===== src/rtl/seq_muldiv_if.sv =====
// Request/response bundle for seq_muldiv: operands, funct code and start in,
// busy/done status and HI/LO readback out.
// master drives the request side, slave is the arithmetic unit.
interface seq_muldiv_if #(
    parameter int WIDTH = 32
);
    logic [WIDTH-1:0] dataA;
    logic [WIDTH-1:0] dataB;
    logic [5:0]       Signal;
    logic             start;
    logic             busy;
    logic             done;
    logic [WIDTH-1:0] Output;

    modport master (output dataA, dataB, Signal, start,
                    input  busy, done, Output);
    modport slave  (input  dataA, dataB, Signal, start,
                    output busy, done, Output);
endinterface


===== src/rtl/seq_muldiv.sv =====
// Sequential MIPS-style multiply/divide unit writing HI/LO; optional divider
// enabled by macro SEQ_MULDIV_DIV_EN (restoring, same latency as multiply).
// Latency WIDTH+1 busy cycles then a done pulse; starts while busy are dropped.
module seq_muldiv #(
    parameter int WIDTH = 32
) (
    input  logic        clk,
    input  logic        reset,
    seq_muldiv_if.slave bus
);
    localparam int CW = $clog2(WIDTH);

    localparam logic [5:0] F_MFHI  = 6'd16;
    localparam logic [5:0] F_MFLO  = 6'd18;
    localparam logic [5:0] F_MULT  = 6'd24;
    localparam logic [5:0] F_MULTU = 6'd25;
`ifdef SEQ_MULDIV_DIV_EN
    localparam logic [5:0] F_DIV   = 6'd26;
    localparam logic [5:0] F_DIVU  = 6'd27;
`endif

    typedef enum logic [1:0] {IDLE, RUN, FIX} state_t;

    state_t           state;
    logic [CW-1:0]    cnt;
    logic             busy_q;
    logic             done_q;
    logic [WIDTH-1:0] hi;
    logic [WIDTH-1:0] lo;
    // mcand: |B|; p_hi/p_lo: product halves (or remainder / dividend-quotient)
    logic [WIDTH-1:0] mcand;
    logic [WIDTH-1:0] p_hi;
    logic [WIDTH-1:0] p_lo;
    logic             neg_p;

    logic             op_ok;
    logic             signed_op;
    logic [WIDTH-1:0] abs_a;
    logic [WIDTH-1:0] abs_b;
    logic             accept;
    logic [WIDTH:0]   add_sum;
    logic [2*WIDTH-1:0] prod_mag;
    logic [2*WIDTH-1:0] prod_fix;

`ifdef SEQ_MULDIV_DIV_EN
    logic             op_div;
    logic             neg_r;
    logic             is_div;
    logic [WIDTH:0]   shifted;
    logic             ge;
    logic [WIDTH-1:0] sub;

    assign is_div    = (bus.Signal == F_DIV) || (bus.Signal == F_DIVU);
    assign op_ok     = (bus.Signal == F_MULT) || (bus.Signal == F_MULTU) || is_div;
    assign signed_op = (bus.Signal == F_MULT) || (bus.Signal == F_DIV);
    // One restoring step: shift next dividend bit in, subtract divisor if it fits.
    assign shifted   = {p_hi, p_lo[WIDTH-1]};
    assign ge        = shifted >= {1'b0, mcand};
    assign sub       = WIDTH'(shifted - {1'b0, mcand});
`else
    assign op_ok     = (bus.Signal == F_MULT) || (bus.Signal == F_MULTU);
    assign signed_op = (bus.Signal == F_MULT);
`endif

    // Signed forms run on magnitudes; the most-negative value is its own magnitude.
    assign abs_a  = (signed_op && bus.dataA[WIDTH-1]) ? (~bus.dataA + 1'b1) : bus.dataA;
    assign abs_b  = (signed_op && bus.dataB[WIDTH-1]) ? (~bus.dataB + 1'b1) : bus.dataB;
    assign accept = (state == IDLE) && bus.start && op_ok;

    // Shift-add: add multiplicand into the upper half when the current multiplier bit is set.
    assign add_sum  = {1'b0, p_hi} + (p_lo[0] ? {1'b0, mcand} : {(WIDTH+1){1'b0}});
    assign prod_mag = {p_hi, p_lo};
    assign prod_fix = neg_p ? (~prod_mag + 1'b1) : prod_mag;

    // Control FSM and datapath registers; reset aborts any in-flight operation.
    always_ff @(posedge clk or posedge reset) begin
        if (reset) begin
            state  <= IDLE;
            cnt    <= '0;
            busy_q <= 1'b0;
            done_q <= 1'b0;
            hi     <= '0;
            lo     <= '0;
            mcand  <= '0;
            p_hi   <= '0;
            p_lo   <= '0;
            neg_p  <= 1'b0;
`ifdef SEQ_MULDIV_DIV_EN
            op_div <= 1'b0;
            neg_r  <= 1'b0;
`endif
        end else begin
            done_q <= 1'b0;
            case (state)
                IDLE: begin
                    if (accept) begin
                        mcand  <= abs_b;
                        p_hi   <= '0;
                        p_lo   <= abs_a;
                        neg_p  <= signed_op && (bus.dataA[WIDTH-1] ^ bus.dataB[WIDTH-1]);
                        cnt    <= '0;
                        busy_q <= 1'b1;
                        state  <= RUN;
`ifdef SEQ_MULDIV_DIV_EN
                        op_div <= is_div;
                        neg_r  <= signed_op && bus.dataA[WIDTH-1];
`endif
                    end
                end
                RUN: begin
`ifdef SEQ_MULDIV_DIV_EN
                    if (op_div) begin
                        p_hi <= ge ? sub : shifted[WIDTH-1:0];
                        p_lo <= {p_lo[WIDTH-2:0], ge};
                    end else begin
                        p_hi <= add_sum[WIDTH:1];
                        p_lo <= {add_sum[0], p_lo[WIDTH-1:1]};
                    end
`else
                    p_hi <= add_sum[WIDTH:1];
                    p_lo <= {add_sum[0], p_lo[WIDTH-1:1]};
`endif
                    cnt <= cnt + 1'b1;
                    if (cnt == CW'(WIDTH-1)) begin
                        state <= FIX;
                    end
                end
                FIX: begin
`ifdef SEQ_MULDIV_DIV_EN
                    if (op_div) begin
                        // Zero divisor leaves all-ones quotient; skip its sign fix.
                        lo <= (neg_p && (mcand != '0)) ? (~p_lo + 1'b1) : p_lo;
                        hi <= neg_r ? (~p_hi + 1'b1) : p_hi;
                    end else begin
                        hi <= prod_fix[2*WIDTH-1:WIDTH];
                        lo <= prod_fix[WIDTH-1:0];
                    end
`else
                    hi <= prod_fix[2*WIDTH-1:WIDTH];
                    lo <= prod_fix[WIDTH-1:0];
`endif
                    cnt    <= '0;
                    busy_q <= 1'b0;
                    done_q <= 1'b1;
                    state  <= IDLE;
                end
                default: state <= IDLE;
            endcase
        end
    end

    assign bus.busy = busy_q;
    assign bus.done = done_q;

    // Readback mux follows the live funct code.
    always_comb begin
        bus.Output = '0;
        if (bus.Signal == F_MFHI) begin
            bus.Output = hi;
        end else if (bus.Signal == F_MFLO) begin
            bus.Output = lo;
        end
    end
endmodule


===== src/flat_wrapper.sv =====
// flat-port wrapper written by rule: the top's interface ports become plain ports
module seq_muldiv_flat 
#(
    parameter int WIDTH = 32
)
  (clk, reset, bus_dataA, bus_dataB, bus_Signal, bus_start, bus_busy, bus_done, bus_Output);
  seq_muldiv_if #(.WIDTH(WIDTH)) bus_i ();
  input  logic clk;
  input  logic reset;
  input wire logic [$bits(bus_i.dataA)-1:0] bus_dataA;
  input wire logic [$bits(bus_i.dataB)-1:0] bus_dataB;
  input wire logic [$bits(bus_i.Signal)-1:0] bus_Signal;
  input wire logic [$bits(bus_i.start)-1:0] bus_start;
  output wire logic [$bits(bus_i.busy)-1:0] bus_busy;
  output wire logic [$bits(bus_i.done)-1:0] bus_done;
  output wire logic [$bits(bus_i.Output)-1:0] bus_Output;
  assign bus_i.dataA = bus_dataA;
  assign bus_i.dataB = bus_dataB;
  assign bus_i.Signal = bus_Signal;
  assign bus_i.start = bus_start;
  assign bus_busy = bus_i.busy;
  assign bus_done = bus_i.done;
  assign bus_Output = bus_i.Output;
  seq_muldiv #(.WIDTH(WIDTH)) u_core (.clk(clk), .reset(reset), .bus(bus_i));
endmodule

===== config.mk =====
export PLATFORM = sky130hd
export DESIGN_NAME = seq_muldiv_flat
export DESIGN_NICKNAME = d
export VERILOG_FILES = /design/src/rtl/seq_muldiv_if.sv /design/src/rtl/seq_muldiv.sv /design/src/flat_wrapper.sv
export SDC_FILE = /design/constraint.sdc
export NUM_CORES = 1
export LEC_CHECK = 0
export CORE_MARGIN = 2
export CORE_UTILIZATION = 60
export CTS_CLUSTER_SIZE = 14
export DETAILED_ROUTE_END_ITERATION = 10
export PLACE_DENSITY_LB_ADDON = 0.3
export SYNTH_ARGS = -nofsm -noshare
export SYNTH_HDL_FRONTEND = slang
export SYNTH_SLANG_ARGS = --single-unit
export TNS_END_PERCENT = 10

===== constraint.sdc =====
create_clock -name clk -period 16.1 [get_ports clk]
set_clock_uncertainty 0.15 [all_clocks]
set_input_delay 1.61 -clock clk [delete_from_list [all_inputs] [get_ports clk]]
set_output_delay 1.61 -clock clk [all_outputs]
set_load 0.01 [all_outputs]

== Word-level counts from Yosys, hierarchy flattened ==
Index checks and enable logic that the tools add are counted.

* Output and inout port bits: 34
* Bits in registers: 170
* Input bits: 73
* Logic and storage cells: 61

* $add $sub $neg: 5
* Multiplexer cells: 18
* Eq/ne operators: 9
* Bitwise logic cells: 4
* Reductions and logical operators: 15

{| class="wikitable"
|+ Operators with widths
! operator !! count
|-
| two-way mux 32 bit || 7
|-
| one-hot mux 32 bit (2 select lines) || 2
|-
| adder 32 x 1 -> 32 bit, second input constant || 2
|-
| adder 64 x 1 -> 64 bit, second input constant || 1
|-
| two-way mux 64 bit || 1
|-
| NOT 32 bit || 2
|-
| NOT 64 bit || 1
|-
| adder 32 x 33 -> 33 bit || 1
|-
| == test 6 x 5 -> 1 bit, second input constant || 4
|-
| one-hot mux 5 bit (3 select lines) || 1
|-
| AND reduction 2 bit || 5
|-
| adder 5 x 1 -> 5 bit, second input constant || 1
|-
| == test 5 bit, second input constant || 1
|-
| logical AND 1 bit || 5
|-
| two-way mux 5 bit || 1
|-
| two-way mux 2 bit || 2
|-
| inequality test 2 x 1 -> 1 bit, second input constant || 2
|-
| one-hot mux 2 bit (2 select lines) || 1
|-
| nonzero test 2 bit || 2
|-
| nonzero test 3 bit || 1
|-
| == test 2 x 1 -> 1 bit, second input constant || 1
|-
| == test 2 bit, second input constant || 1
|-
| logical NOT 2 bit || 1
|-
| two-way mux 1 bit || 2
|-
| other kinds (3) || 3
|}

== Logic depth before layout (Yosys ltp) ==
Gate-level depths: netlist (run 1).

* Depth in word-level cells: 5
* Mapped depth: 12

== Least setup slack after synthesis (run 1) ==
Ideal clock, no wire load.

* Path type: input port to output port
* Start point: input bus_Signal[2]
* End point: output bus_Output[10]
* Path slack: 11,508 ps
* Arrival: 2,832 ps
* Path buffers: 1
* Stages on the path: 4
* Cell sequence: nor4b_1 nand2b_1 clkbuf_1 nor2_1

* Word-level cells in the longest chain between the ends: 3

{| class="wikitable"
|+ RTL lines
! item !! RTL line !! RTL
|-
| start: declaration || flat_wrapper.sv:12 || <nowiki>input wire logic [$bits(bus_i.Signal)-1:0] bus_Signal;</nowiki>
|-
| == test 6 x 5 -> 1 bit || seq_muldiv.sv:160 || <nowiki>end else if (bus.Signal == F_MFLO) begin</nowiki>
|-
| two-way mux 32 bit || seq_muldiv.sv:160 ||
|-
| two-way mux 32 bit * || seq_muldiv.sv:158 || <nowiki>if (bus.Signal == F_MFHI) begin</nowiki>
|-
| end: declaration || flat_wrapper.sv:16 || <nowiki>output wire logic [$bits(bus_i.Output)-1:0] bus_Output;</nowiki>
|}

Mark *: on every way between the ends. The rest lies on a longest branch, timed or not.

== Final worst setup path (run 1) ==
* Start point: input bus_Signal[2]
* End point: output bus_Output[3]

The elaborated chain is that of the path after synthesis.

==> results summary, run 1 <==
The flow ran to the end, and the final reports show no timing, DRC or antenna violations. CTS placed an instance of sky130_fd_sc_hd__clkbuf_16 at the clock tree root. For this block, the routed nets add up to 29500 microns of wire. Counting flops and latches in the post-synthesis netlist gives 170. During placement, the flow inserted port buffers numbering 106.

The first-iteration detailed-routing DRC count is 826. The congestion estimate from routability-driven global placement came to 0.894. The final setup TNS is 0 ns. The startpoint identified for the worst hold timing path is u_core.mcand[13]$_DFFE_PP0P_. The average via count per standard cell came out at 6.03. The worst-case IR drop observed on VDD is 0.0000710 V. The synthesized netlist cell count is 1385. The count of TritonRoute iterations in the first routing pass is 5. The floorplan die width is 143 microns. The number of global-route vias before repair is 9815.

The number of inserted filler cells in the final layout is 1504. The number of nets in the synthesized netlist is 1499. In this run the critical register-to-register path is launched from u_core.p_lo[0]$_DFFE_PP0P_. The placeable core area is 18800 sq um. The delay of the slowest cell on the worst path is 0.99 ns. The warning count from the yosys run is 0.

The most numerous cell type found on the critical path is sky130_fd_sc_hd__clkdlybuf4s50_1. STA classifies the critical path endpoint as a primary output. After the last flow step, the layout net total stands at 1560. The internal power component is 0.878 mW. After clock tree synthesis, the clock-pin slew on the worst setup and hold paths is 0.07 ns. The max-slew violation count came out at 0. The final worst-path cycle share is 37.2%. Once detail routing completed, the nets flagged for antenna violations numbered 0. The count of antenna diodes in the layout came out at 0. The proportion of power drawn by combinational gates came out at 27.8%. The number of clock sinks came out at 170. The startpoint kind of the worst setup timing path is a primary input. The category of the most critical setup path is primary input to primary output. The relative contribution of the clock network to total power came out at 30.4%. Walking the worst path, the cells encountered are clkdlybuf4s50_1, nor4b_1, nand2b_1, buf_4, nor2_1, clkdlybuf4s50_1. Entering global routing, the biggest net connects 119 pins. The final critical delay including setup and external delays came out at 5.99 ns. Among all stages on the critical path, the largest delay is contributed by sky130_fd_sc_hd__nor4b_1. Leaving out fill and tap cells, the most frequent cell in the layout is sky130_fd_sc_hd__dfrtp_1. Data arrives at the worst endpoint at 4.23 ns. The area fraction in compound gates after synthesis is 20.7%.

The clock tree synthesis step divided the H-tree into 4 levels. The initial antenna violation count came to 0. For this configuration, the core starts out at a cell density of 61.7%.

The clock passes through at most 2 buffers. Of the cells placed in the final design, the portion with a size suffix greater than 1 is 5.07%. In the global route stage, overall resource usage came out at 29.6%. The post-route DRC violation count came out at 0. The cell area that synthesis handed to floorplanning was 11600 sq um. The die extent in y is 143 microns. The timing-limited maximum frequency is 167 MHz. The static power due to leakage is 5.72 nW. The number of cell rows is 50. Sequential cells account for 41.8% of the total power. The number of synthesized flops with an enable pin came out at 0. The flip-flop cell with the highest count after synthesis is sky130_fd_sc_hd__dfrtp_1.

Once detailed placement completed, the half-perimeter wirelength came to 21100 microns. The sequential-to-total area share from yosys stat came out at 36.6%. TritonCTS built the clock tree. The simple-gate share of the synthesized area is 20.4%. The insertion delay to the later sink of the worst-skew pair came out at 0.45 ns. The first-pass GRT wire length is 48100 microns. The CTS buffer count is 17.

The total of endpoints with negative setup slack in the final report came out at 0. Along the worst path, the maximum fanout reaches 32. In the layout the commonest cells are sky130_fd_sc_hd__dfrtp_1 (170), sky130_fd_sc_hd__nor2_1 (146), sky130_fd_sc_hd__nand2_1 (142), sky130_fd_sc_hd__a21oi_1 (142), sky130_fd_sc_hd__o21ai_0 (141). The worst hold slack came out at 0.324 ns.

The synthesized netlist devotes 10.2% of its cell area to XOR and XNOR gates. The mux contribution to synthesized area is 4.46%. The critical path data required time is 14.34 ns. The main combinational cell family by area after synthesis is compound AO/OA/AOI/OAI gates. The launching element of the worst setup path is bus_Signal[2]. The count of maximum capacitance violations came out at 0. The share of flip-flops with an asynchronous set or reset after synthesis is 100%. Setup repair after global routing left no endpoint under its margin.

The min-delay analysis places its worst path in the category flop to flop. For this design the total switching power over the nets is 0.511 mW. The average wire per standard cell is 17.1 microns. A synthesized cell averages 8.39 sq um. Global routing finished with a remaining overflow of 0. The distinct cell type count after synthesis is 70. The post-cts hold buffer count is 0. The synthesis-to-finish area growth is 15.6%. The number of ports placed on the die boundary is 107. At the pin with the least slew margin, the transition time is 1.19 ns. The adder-cell share of the synthesized area is 4.48%.

The final count of hold timing violations came out at 0. In this run switching power makes up 36.8% of total power. The worst relative slew slack is 20.3%. The setup fix buffers added after clock tree synthesis came out at 0. The detailed router placed 10400 vias in this run. The area of the die is 20500 sq um. The power per unit of standard cell area came out at 103 nW/um^2. The total of cells resized after clock tree synthesis came out at 0.
## worst paths after layout
| check | depth (start not counted) | to | slack, ns |
|---|---|---|---|
| max | 6 | bus_Output[3] | 10.11 |
| max reg2reg | 11 | u_core.p_hi[30]$_DFFE_PP0P_ | 12.27 |
| min | 2 | u_core.mcand[13]$_DFFE_PP0P_ | 0.32 |
| max in group asynchronous | 3 | u_core.p_lo[12]$_DFFE_PP0P_ | 12.78 |
| min reg2reg | 2 | u_core.mcand[13]$_DFFE_PP0P_ | 0.32 |
| min in group asynchronous | 2 | u_core.hi[5]$_DFFE_PP0P_ | 1.59 |
## layer usage
metal | GRT usage, % | wire, microns | vias up | share of wire [%]
met5 | 0 | 0 | - | 0
met4 | 10.4 | 723 | 0 | 2.5
met3 | 4.09 | 1640 | 51 | 5.6
met2 | 49.5 | 14300 | 340 | 49
met1 | 39.5 | 12800 | 4905 | 43
li1 | - | - | 5072 | -
## worst max-delay path: cells and delay by family
kind,cells,cell delay (ns)
buffers and inverters,3,1.28
and+or+nand+nor,3,1.32
## metrics by stage
stage | setup slack (ns) | utilization (%) | cell area [sq um] | total power, mW | std cells
finish | 10.11 | 71.3 | 13400 | 1.39 | 1719
global route | 9.95 | 71.3 | 13400 | 1.47 | 1719
global placement | 10.34 | 68.1 | 12800 | 0.951 | 1687
detailed placement | 10.29 | 68.1 | 12800 | 0.965 | 1687
CTS | 10.16 | 71.3 | 13400 | 1.39 | 1719
floorplan | 9.74 | - | 11600 | 0.838 | 1385
## registers in the layout (all words and copies together) (netlist names)
name             cells
u_core.bus.busy      1
u_core.bus.done      1
u_core.cnt           5
u_core.hi           32
u_core.lo           32
u_core.mcand        32
u_core.neg_p         1
u_core.p_hi         32
u_core.p_lo         32
u_core.state         2
## logic make-up (layout without fill, tap and decap cells)
family,count (synthesis),in the layout
xor gates and xnor gates,135,135
buffers and inverters,98,172
and+or+nand+nor,482,482
muxes,51,51
DFF,170,170
adders and majority gates,41,41
AOI/OAI and AO/OA,408,408
## cells in the mapped netlist, types with 24 or more instances
cell type | count | area (sq um)
sky130_fd_sc_hd__dfrtp_1 | 170 | 4250
sky130_fd_sc_hd__nor2_1 | 146 | 548
sky130_fd_sc_hd__a21oi_1 | 142 | 711
sky130_fd_sc_hd__nand2_1 | 142 | 533
sky130_fd_sc_hd__o21ai_0 | 141 | 706
sky130_fd_sc_hd__xor2_1 | 93 | 815
sky130_fd_sc_hd__clkbuf_1 | 64 | 240
sky130_fd_sc_hd__mux2i_1 | 48 | 480
sky130_fd_sc_hd__xnor2_1 | 42 | 368
sky130_fd_sc_hd__ha_1 | 40 | 500
sky130_fd_sc_hd__o31ai_1 | 35 | 263
sky130_fd_sc_hd__and2_1 | 32 | 200
sky130_fd_sc_hd__inv_1 | 24 | 90.1
## area by class of cell
| type | count | area, sq um | area share [%] |
|---|---|---|---|
| timing repair buffer | 116 | 1130 | 8.42 |
| clock inverter | 14 | 159 | 1.18 |
| clock buffer | 18 | 439 | 3.27 |
| inverter | 24 | 95.1 | 0.708 |
| multi-input combinational | 1117 | 7030 | 52.3 |
| tap | 260 | 325 | 2.42 |
| sequential | 170 | 4250 | 31.7 |
## power groups by stage
stage	Sequential, mW	Combinational [mW]	Clock [mW]
detailed placement	0.586	0.380	0
floorplan	0.555	0.283	0
CTS	0.578	0.384	0.424
global route	0.588	0.431	0.447
global placement	0.582	0.369	0
finish	0.580	0.386	0.423
(Power assumes the default switching activity.)
==> inputs of run 2 (changes only) <==
--- a/config.mk
+++ b/config.mk
@@ -6,7 +6,7 @@
 export NUM_CORES = 1
 export LEC_CHECK = 0
 export CORE_MARGIN = 2
-export CORE_UTILIZATION = 60
+export CORE_UTILIZATION = 59
 export CTS_CLUSTER_SIZE = 14
 export DETAILED_ROUTE_END_ITERATION = 10
 export PLACE_DENSITY_LB_ADDON = 0.3
==> constraint.sdc (replaced) <==
create_clock -name clk -period 5.7 [get_ports clk]
set_clock_uncertainty 0.15 [all_clocks]
set_input_delay 0.57 -clock clk [delete_from_list [all_inputs] [get_ports clk]]
set_output_delay 0.57 -clock clk [all_outputs]
set_load 0.01 [all_outputs]
==> run 2 against run 1 <==
- worst hold slack lost 0.0016 ns
- critical path depth is 4 higher
- setup slack got worse by 8.1 ns
- cell count up 0.29%
- die area is 1.6% higher
- sequential share of layout area is the same
- via count about the same
- global-route usage shrank 1.2 points
- core utilization down 2.1 points
- critical path type is now flop to flop
- highest routed layer unchanged
==> results summary, run 2 (synthesized netlist as in run 1, its figures left out) <==
The area of the die came out at 20800 sq um (was 20500 sq um). The endpoint of the most critical register-to-register path is u_core.p_hi[30]$_DFFE_PP0P_ (unchanged). The final global-route overflow total came out at 0 (unchanged). The global router's overall resource usage was 28.4% (was 29.6%).

The measured slew at the worst slew-check pin is 1.10 ns (was 1.19 ns). The synthesis-to-finish area growth was 15.6% (unchanged). The insertion delay to the later sink of the worst-skew pair is 0.45 ns (about the same). The area taken by multi-input logic gates came to 7030 sq um (unchanged). The relative contribution of the clock network to total power came to 29.8% (was 30.4%).

The maximum ir drop on the vdd rail came out at 0.000217 V (was 0.0000710 V). The die extent in y is 144 microns (was 143 microns). The switching power summed over all nets is 1.41 mW (was 0.511 mW).

The startpoint kind of the worst setup timing path is a flop (was primary input). The TritonCTS clock tree is built (unchanged). The data arrival time at the worst-slack endpoint came out at 3.92 ns (was 4.23 ns).

The quantity of I/O buffers inserted on ports was 106 (unchanged). The maximum fanout count along the critical path is 36 (was 32). The overall power after layout is 3.88 mW (was 1.39 mW). The sequential cell area in the final layout was 4250 sq um (unchanged). The post-CTS clock slew at the launch and capture registers of the worst setup and hold paths came to 0.07 ns (about the same). The HPWL reported at the end of detailed placement came to 21300 microns (was 21100 microns).

The worst relative slew slack is 26.5% (was 20.3%). The maximum number of pins on one net before global-route repair came out at 86 (was 119). The total of endpoints with negative setup slack in the final report is 0 (unchanged). The setup fix buffers added after clock tree synthesis came out at 0 (unchanged). The maximum clock insertion buffer count is 2 (unchanged).

The number of routed nets with antenna violations is 0 (unchanged). Highest-count cells in the layout ignoring fill and taps: sky130_fd_sc_hd__dfrtp_1 (170), sky130_fd_sc_hd__nor2_1 (146), sky130_fd_sc_hd__nand2_1 (142), sky130_fd_sc_hd__a21oi_1 (142), sky130_fd_sc_hd__o21ai_0 (141) (unchanged). The average via count per standard cell is 6.02 (was 6.03). The post-cts hold buffer count was 0 (unchanged). The average wire per standard cell is 16.8 microns (was 17.1 microns). The proportion of power drawn by combinational gates came to 27.3% (was 27.8%).

The number of ports placed on the die boundary is 107 (unchanged). The delay of the slowest cell on the worst path came out at 0.73 ns (was 0.99 ns). The total length of routed wires is 29000 microns (was 29500 microns). The count of TritonRoute iterations in the first routing pass was 8 (was 5).

The floorplan die width is 144 microns (was 143 microns). The register-to-register path setup slack came out at 1.99 ns (was 12.27 ns). The timing-limited maximum frequency came out at 270 MHz. The launching element of the worst setup path is u_core.p_lo[0]$_DFFE_PP0P_ (was bus_Signal[2]). The first-iteration detailed-routing DRC count is 773 (was 826).

The global-route layer with the greatest usage was met2 (unchanged). The final setup TNS came out at 0 ns (unchanged). The category of the most critical setup path was flop to flop (was primary input to primary output). The worst reg-to-reg path cell count was 10 (was 11). Unrepaired setup endpoints after global routing: false (unchanged).

The proportion of layout cells with a drive suffix above 1 came to 4.93% (was 5.07%). The critical register-to-register path startpoint is u_core.p_lo[0]$_DFFE_PP0P_ (unchanged). The final count of hold timing violations is 0 (unchanged). The internal power component came out at 2.48 mW (was 0.878 mW). The routing usage on met3 came out at 4.30% (was 4.09%).

The final worst-path cycle share is 65.1%. The met1 track demand over resource is 38.3% (was 39.5%). The number of nets in the layout came out at 1562 (was 1560). The most common cell after layout, fill and taps aside is sky130_fd_sc_hd__dfrtp_1 (unchanged). The static power due to leakage came to 5.72 nW (about the same). The number of vias after detailed routing came out at 10400 (about the same).

The power per unit of standard cell area was 289 nW/um^2 (was 103 nW/um^2). The post-route DRC violation count came out at 0 (unchanged). The count of maximum capacitance violations came out at 0 (unchanged). The class of the tightest hold or removal check is flop to flop (unchanged).

The starting density of the core came to 59.9% (was 61.7%). The initial antenna violation count is 0 (unchanged). Result of the run: completed (unchanged). The number of global-route vias before repair is 9580 (was 9815). The number of cell rows was 51 (was 50). Ordered cell list for the critical path: and2_1, ha_1, nand2_1, nor4_1, nand3_1, a2111oi_0, buf_4, o21ai_0, and3_1, o31ai_1 (was clkdlybuf4s50_1, nor4b_1, nand2b_1, buf_4, nor2_1, clkdlybuf4s50_1). The worst hold slack came to 0.322 ns (was 0.324 ns). The number of clock sinks came out at 170 (unchanged). The count of antenna diodes in the layout is 0 (unchanged). The max-slew violation count is 0 (unchanged).

The sort of element at the end of the critical path is a flop (was primary output). The total of cells resized after clock tree synthesis came out at 0 (unchanged). The buffer type at the clock tree root was sky130_fd_sc_hd__clkbuf_16 (unchanged).

The register share of total power came out at 42.9% (was 41.8%). The termination of the worst setup path is u_core.p_hi[30]$_DFFE_PP0P_ (was bus_Output[3]). The placer's final routability congestion estimate came out at 0.921 (was 0.894). The count of placed standard cells in the final layout, fillers left out is 1724 (was 1719). The final critical delay including setup and external delays is 3.71 ns. The number of cells after detailed placement was 1694 (was 1687). The number of levels the H-tree was split into came out at 4 (unchanged). The net switching share of the total power is 36.2% (was 36.8%).

The number of inserted filler cells in the final layout was 1577 (was 1504). The critical path data required time is 5.91 ns (was 14.34 ns). The CTS buffer count is 17 (unchanged). The first-pass GRT wire length is 46900 microns (was 48100 microns). The met2 routing resource usage after global routing came out at 46.7% (was 49.5%).

The placeable core area was 19400 sq um (was 18800 sq um). The cell with the largest stage delay on the worst path is sky130_fd_sc_hd__dfrtp_1 (was sky130_fd_sc_hd__nor4b_1).
==> run 2: power by group through the flow <==
stage	Clock [mW]	Sequential, mW	Combinational [mW]
after global placement	0	1.67	1.02
after detailed placement	0	1.68	1.05
after floorplan	0	1.57	0.800
after CTS	1.16	1.66	1.06
after global routing	1.22	1.70	1.18
final	1.16	1.67	1.06
==> run 2: area by class of cell <==
cell class                 instances  area share, %
multi-input combinational       1117           52.3
sequential                       170           31.7
timing repair buffer             118           8.53
clock buffer                      21           3.43
tap                              265           2.47
clock inverter                     9          0.866
inverter                          24          0.708
==> run 2: metrics by stage <==
step | util (%) | instance area (sq um) | setup slack, ns
final | 69.2 | 13400 | 1.99
after global routing | 69.2 | 13400 | 1.62
after CTS | 69.2 | 13400 | 2.01
after detailed placement | 66.3 | 12900 | 2.02
after global placement | 66.3 | 12900 | 2.06
after floorplan | - | 11600 | 0.377
==> run 2: per-layer routing <==
metal  vias up  part of all wire (%)
li1       5065                     -
met2       312                    48
met5         -                     0
met4         0                   2.7
met1      4939                    44
met3        58                   4.9
==> run 2: worst min-delay path by stage <==
stage,slack (ns),startpoint,depth (start not counted),end
floorplan,0.29,u_core.mcand[0]$_DFFE_PP0P_,2,u_core.mcand[0]$_DFFE_PP0P_
global placement,0.30,u_core.mcand[3]$_DFFE_PP0P_,2,u_core.mcand[3]$_DFFE_PP0P_
detailed placement,0.31,u_core.mcand[24]$_DFFE_PP0P_,2,u_core.mcand[24]$_DFFE_PP0P_
CTS,0.33,u_core.mcand[24]$_DFFE_PP0P_,2,u_core.mcand[24]$_DFFE_PP0P_
global route,0.36,u_core.mcand[4]$_DFFE_PP0P_,2,u_core.mcand[4]$_DFFE_PP0P_
finish,0.32,u_core.mcand[20]$_DFFE_PP0P_,2,u_core.mcand[20]$_DFFE_PP0P_
==> run 2: critical path: cells and delay by family, from the launching register on <==
family	cells	cell delay [ns]
flops	1	0.73
buf+inv	1	0.21
simple gates	5	1.34
compound gates	3	0.74
fa+ha+maj	1	0.43
==> inputs of run 3 (changes only) <==
--- a/config.mk
+++ b/config.mk
@@ -6,7 +6,7 @@
 export NUM_CORES = 1
 export LEC_CHECK = 0
 export CORE_MARGIN = 2
-export CORE_UTILIZATION = 59
+export CORE_UTILIZATION = 53
 export CTS_CLUSTER_SIZE = 14
 export DETAILED_ROUTE_END_ITERATION = 10
 export PLACE_DENSITY_LB_ADDON = 0.3
==> constraint.sdc (replaced) <==
create_clock -name clk -period 3 [get_ports clk]
set_clock_uncertainty 0.15 [all_clocks]
set_input_delay 0.3 -clock clk [delete_from_list [all_inputs] [get_ports clk]]
set_output_delay 0.3 -clock clk [all_outputs]
set_load 0.01 [all_outputs]
==> run 3 against run 2 <==
- the run now ends with setup timing left
- first-iteration DRC count is 4.8% lower
- worst hold slack worse by 0.13 ns
- clock power grew 92%
- global-route usage fell by 1.8 points
- wire length rose by 8.3%
- critical path depth is the same
- total power is 100% higher
- combinational power grew to 2.5 times the previous value
- register-to-register slack worse by 2.0 ns
- flip-flop and latch count is the same
- sequential power is 81% higher
==> results summary, run 3 (synthesized netlist as in run 1, its figures left out) <==
The post-CTS clock slew at the launch and capture registers of the worst setup and hold paths is 0.07 ns (about the same). The CTS buffer count is 17 (unchanged). The insertion delay to the later sink of the worst-skew pair came out at 0.43 ns (was 0.45 ns). The total of endpoints with negative setup slack in the final report came out at 1 (was 0). The internal power component is 5.04 mW (was 2.48 mW). The global router's overall resource usage is 26.6% (was 28.4%). The dominant delay contributor by cell family on the critical path is compound AO/OA/AOI/OAI gates (was simple AND/OR/NAND/NOR gates). The static power due to leakage came out at 6.29 nW (was 5.72 nW).

The final critical delay including setup and external delays is 3.01 ns (was 3.71 ns). The placeable core area is 21700 sq um (was 19400 sq um). The timing-limited maximum frequency came to 332 MHz (was 270 MHz). The buffers plus inverters on the worst setup path is 1 (unchanged). The number of inserted filler cells in the final layout came out at 1780 (was 1577). The count of antenna diodes in the layout is 0 (unchanged). The most common cell after layout, fill and taps aside is sky130_fd_sc_hd__dfrtp_1 (unchanged). The net switching share of the total power is 36.3% (was 36.2%). The register-to-register path setup slack is -0.01 ns (was 1.99 ns). The final count of hold timing violations came to 0 (unchanged).

The measured slew at the worst slew-check pin came to 0.962 ns (was 1.10 ns). The average via count per standard cell is 5.88 (was 6.02). The final setup TNS is -0.0112 ns (was 0 ns). The floorplan die width is 152 microns (was 144 microns). The placer's final routability congestion estimate was 0.916 (was 0.921). The checks that failed: setup timing. The synthesis-to-finish area growth is 24.1% (was 15.6%). The quantity of I/O buffers inserted on ports was 106 (unchanged). The worst reg-to-reg path cell count is 10 (unchanged). The proportion of layout cells with a drive suffix above 1 is 12.8% (was 4.93%). Unrepaired setup endpoints after global routing: true (was false).

The TritonCTS clock tree is built (unchanged). The register share of total power was 38.2% (was 42.9%). The number of ports placed on the die boundary is 107 (unchanged).

The end-of-flow core utilization is 66.5% (was 69.2%). The critical path data required time was 3.22 ns (was 5.91 ns). The first-iteration detailed-routing DRC count is 736 (was 773).

The count of TritonRoute iterations in the first routing pass came to 6 (was 8). The number of levels the H-tree was split into is 4 (unchanged). The maximum clock insertion buffer count is 2 (unchanged). Result of the run: finished, violations left (was completed).

Highest-count cells in the layout ignoring fill and taps: sky130_fd_sc_hd__dfrtp_1 (169), sky130_fd_sc_hd__nor2_1 (146), sky130_fd_sc_hd__nand2_1 (141), sky130_fd_sc_hd__a21oi_1 (139), sky130_fd_sc_hd__o21ai_0 (134) (was sky130_fd_sc_hd__dfrtp_1 (170), sky130_fd_sc_hd__nor2_1 (146), sky130_fd_sc_hd__nand2_1 (142), sky130_fd_sc_hd__a21oi_1 (142), sky130_fd_sc_hd__o21ai_0 (141)). The number of clock sinks is 170 (unchanged). The final global-route overflow total was 0 (unchanged). The startpoint kind of the worst setup timing path is a flop (unchanged). The worst relative slew slack was 35.6% (was 26.5%). The final worst-path cycle share is 100% (was 65.1%). The sort of element at the end of the critical path was a flop (unchanged).

The relative contribution of the clock network to total power is 28.1% (was 29.8%). The total length of routed wires is 31400 microns (was 29000 microns). The average wire per standard cell came out at 17.1 microns (was 16.8 microns). The maximum fanout count along the critical path is 13 (was 36). The first-pass GRT wire length was 50800 microns (was 46900 microns).

The max-slew violation count came to 0 (unchanged). The critical register-to-register path startpoint is u_core.p_lo[0]$_DFFE_PP0P_ (unchanged). The post-route DRC violation count came out at 0 (unchanged). The number of cell rows came to 54 (was 51).

The initial antenna violation count was 0 (unchanged). The starting density of the core came out at 53.6% (was 59.9%). The post-place instance area was 13600 sq um (was 12900 sq um).

The setup slack after layout came out at -0.0112 ns (was 1.99 ns). The switching power summed over all nets was 2.87 mW (was 1.41 mW). The endpoint of the most critical register-to-register path is u_core.p_hi[19]$_DFFE_PP0P_ (was u_core.p_hi[30]$_DFFE_PP0P_).

The class of the tightest hold or removal check is primary input to asynchronous set/reset pin (was flop to flop). The category of the most critical setup path was flop to flop (unchanged). The area of the die is 23100 sq um (was 20800 sq um). The maximum ir drop on the vdd rail came out at 0.000328 V (was 0.000217 V). The number of vias after detailed routing is 10800 (was 10400). The data arrival time at the worst-slack endpoint came out at 3.23 ns (was 3.92 ns). Ordered cell list for the critical path: buf_12, and2_1, ha_1, nor2b_2, o31a_1, o22a_1, a41oi_2, o22ai_1, or4b_1, nand3_2 (was and2_1, ha_1, nand2_1, nor4_1, nand3_1, a2111oi_0, buf_4, o21ai_0, and3_1, o31ai_1). The finished layout cell area is 14400 sq um (was 13400 sq um). The delay of the slowest cell on the worst path came to 0.50 ns (was 0.73 ns). The number of routed nets with antenna violations came out at 0 (unchanged). The die extent in y is 152 microns (was 144 microns).

The maximum number of pins on one net before global-route repair is 70 (was 86). The number of nets in the layout is 1656 (was 1562). The HPWL reported at the end of detailed placement came to 23400 microns (was 21300 microns).

The count of maximum capacitance violations was 0 (unchanged). The cell with the largest stage delay on the worst path is sky130_fd_sc_hd__or4b_1 (was sky130_fd_sc_hd__dfrtp_1). The buffer type at the clock tree root is sky130_fd_sc_hd__clkbuf_16 (unchanged). The proportion of power drawn by combinational gates came out at 33.7% (was 27.3%).

The number of global-route vias before repair is 10300 (was 9580). The power per unit of standard cell area came to 548 nW/um^2 (was 289 nW/um^2).
[run 3: changes by cell type in the layout (fill, tap and decap cells not counted), moves of 6 or more]
cell,before,now
sky130_fd_sc_hd__buf_12,0,7
sky130_fd_sc_hd__buf_4,12,98
sky130_fd_sc_hd__o21ai_0,141,134
sky130_fd_sc_hd__o21ai_1,0,6
[run 3: power groups by stage]
stage	registers, mW	logic (mW)	clock network, mW
2_1_floorplan	2.98	1.52	0
3_3_place_gp	3.01	2.49	0
3_5_place_dp	3.02	2.56	0
4_1_cts	2.98	2.59	2.24
5_1_grt	3.04	2.93	2.35
6_report	3.02	2.66	2.23
[run 3: worst max-delay path by stage]
stage | start | end | slack, ns | depth (start not counted)
after floorplan | u_core.p_lo[0]$_DFFE_PP0P_ | u_core.p_hi[30]$_DFFE_PP0P_ | -0.07 | 11
after global placement | bus_dataB[10] | u_core.mcand[28]$_DFFE_PP0P_ | -0.06 | 9
after detailed placement | bus_dataB[10] | u_core.mcand[28]$_DFFE_PP0P_ | -0.05 | 9
after CTS | u_core.p_lo[0]$_DFFE_PP0P_ | u_core.p_hi[30]$_DFFE_PP0P_ | -0.03 | 10
after global routing | u_core.p_lo[0]$_DFFE_PP0P_ | u_core.p_hi[19]$_DFFE_PP0P_ | -0.07 | 12
final | u_core.p_lo[0]$_DFFE_PP0P_ | u_core.p_hi[19]$_DFFE_PP0P_ | -0.01 | 10
[run 3: worst min-delay path, cell delays in order]
cell and delay (ns):
sky130_fd_sc_hd__clkdlybuf4s50_1 0.44, sky130_fd_sc_hd__clkinvlp_4 0.17, sky130_fd_sc_hd__buf_12 0.23
[run 3: timing repair]
| item | 4_1_cts | 5_1_grt |
|---|---|---|
| buffers inserted | 0 | 1 |
| cloned | 0 | 1 |
| resized for setup | 4 | 38 |
| pin swaps | 0 | 11 |
| hold buffers | 0 | 0 |
| setup endpoints to repair | 7 | 25 |
[run 3: area by class of cell]
| class | count | area (sq um) | share of cell area, % |
|---|---|---|---|
| clock buffers | 19 | 443 | 3.07 |
| clock inverters | 13 | 144 | 0.998 |
| inverters | 24 | 93.8 | 0.651 |
| multi-input cells | 1117 | 7180 | 49.8 |
| flip-flops and latches | 170 | 4260 | 29.5 |
| well taps | 280 | 350 | 2.43 |
| repair buffers | 212 | 1960 | 13.6 |
[run 3: metal layers]
| layer | track usage, % | up-vias | routed length [microns] | part of all wire [%] |
|---|---|---|---|---|
| li1 | - | 5270 | - | - |
| met1 | 35.6 | 5158 | 13900 | 44 |
| met2 | 45.3 | 304 | 15200 | 49 |
| met3 | 3.37 | 50 | 1540 | 4.9 |
| met4 | 7.97 | 0 | 716 | 2.3 |
| met5 | 0 | - | 0 | 0 |
[run 3: through the flow]
step	cells	setup WS, ns	hold slack [ns]	total power [mW]
after floorplan	1385	-0.0705	0.292	4.50
after global placement	1801	-0.0623	0.305	5.50
after detailed placement	1801	-0.0520	0.313	5.58
after CTS	1833	-0.0261	0.214	7.81
after global routing	1835	-0.0665	0.219	8.33
final	1835	-0.0112	0.197	7.91
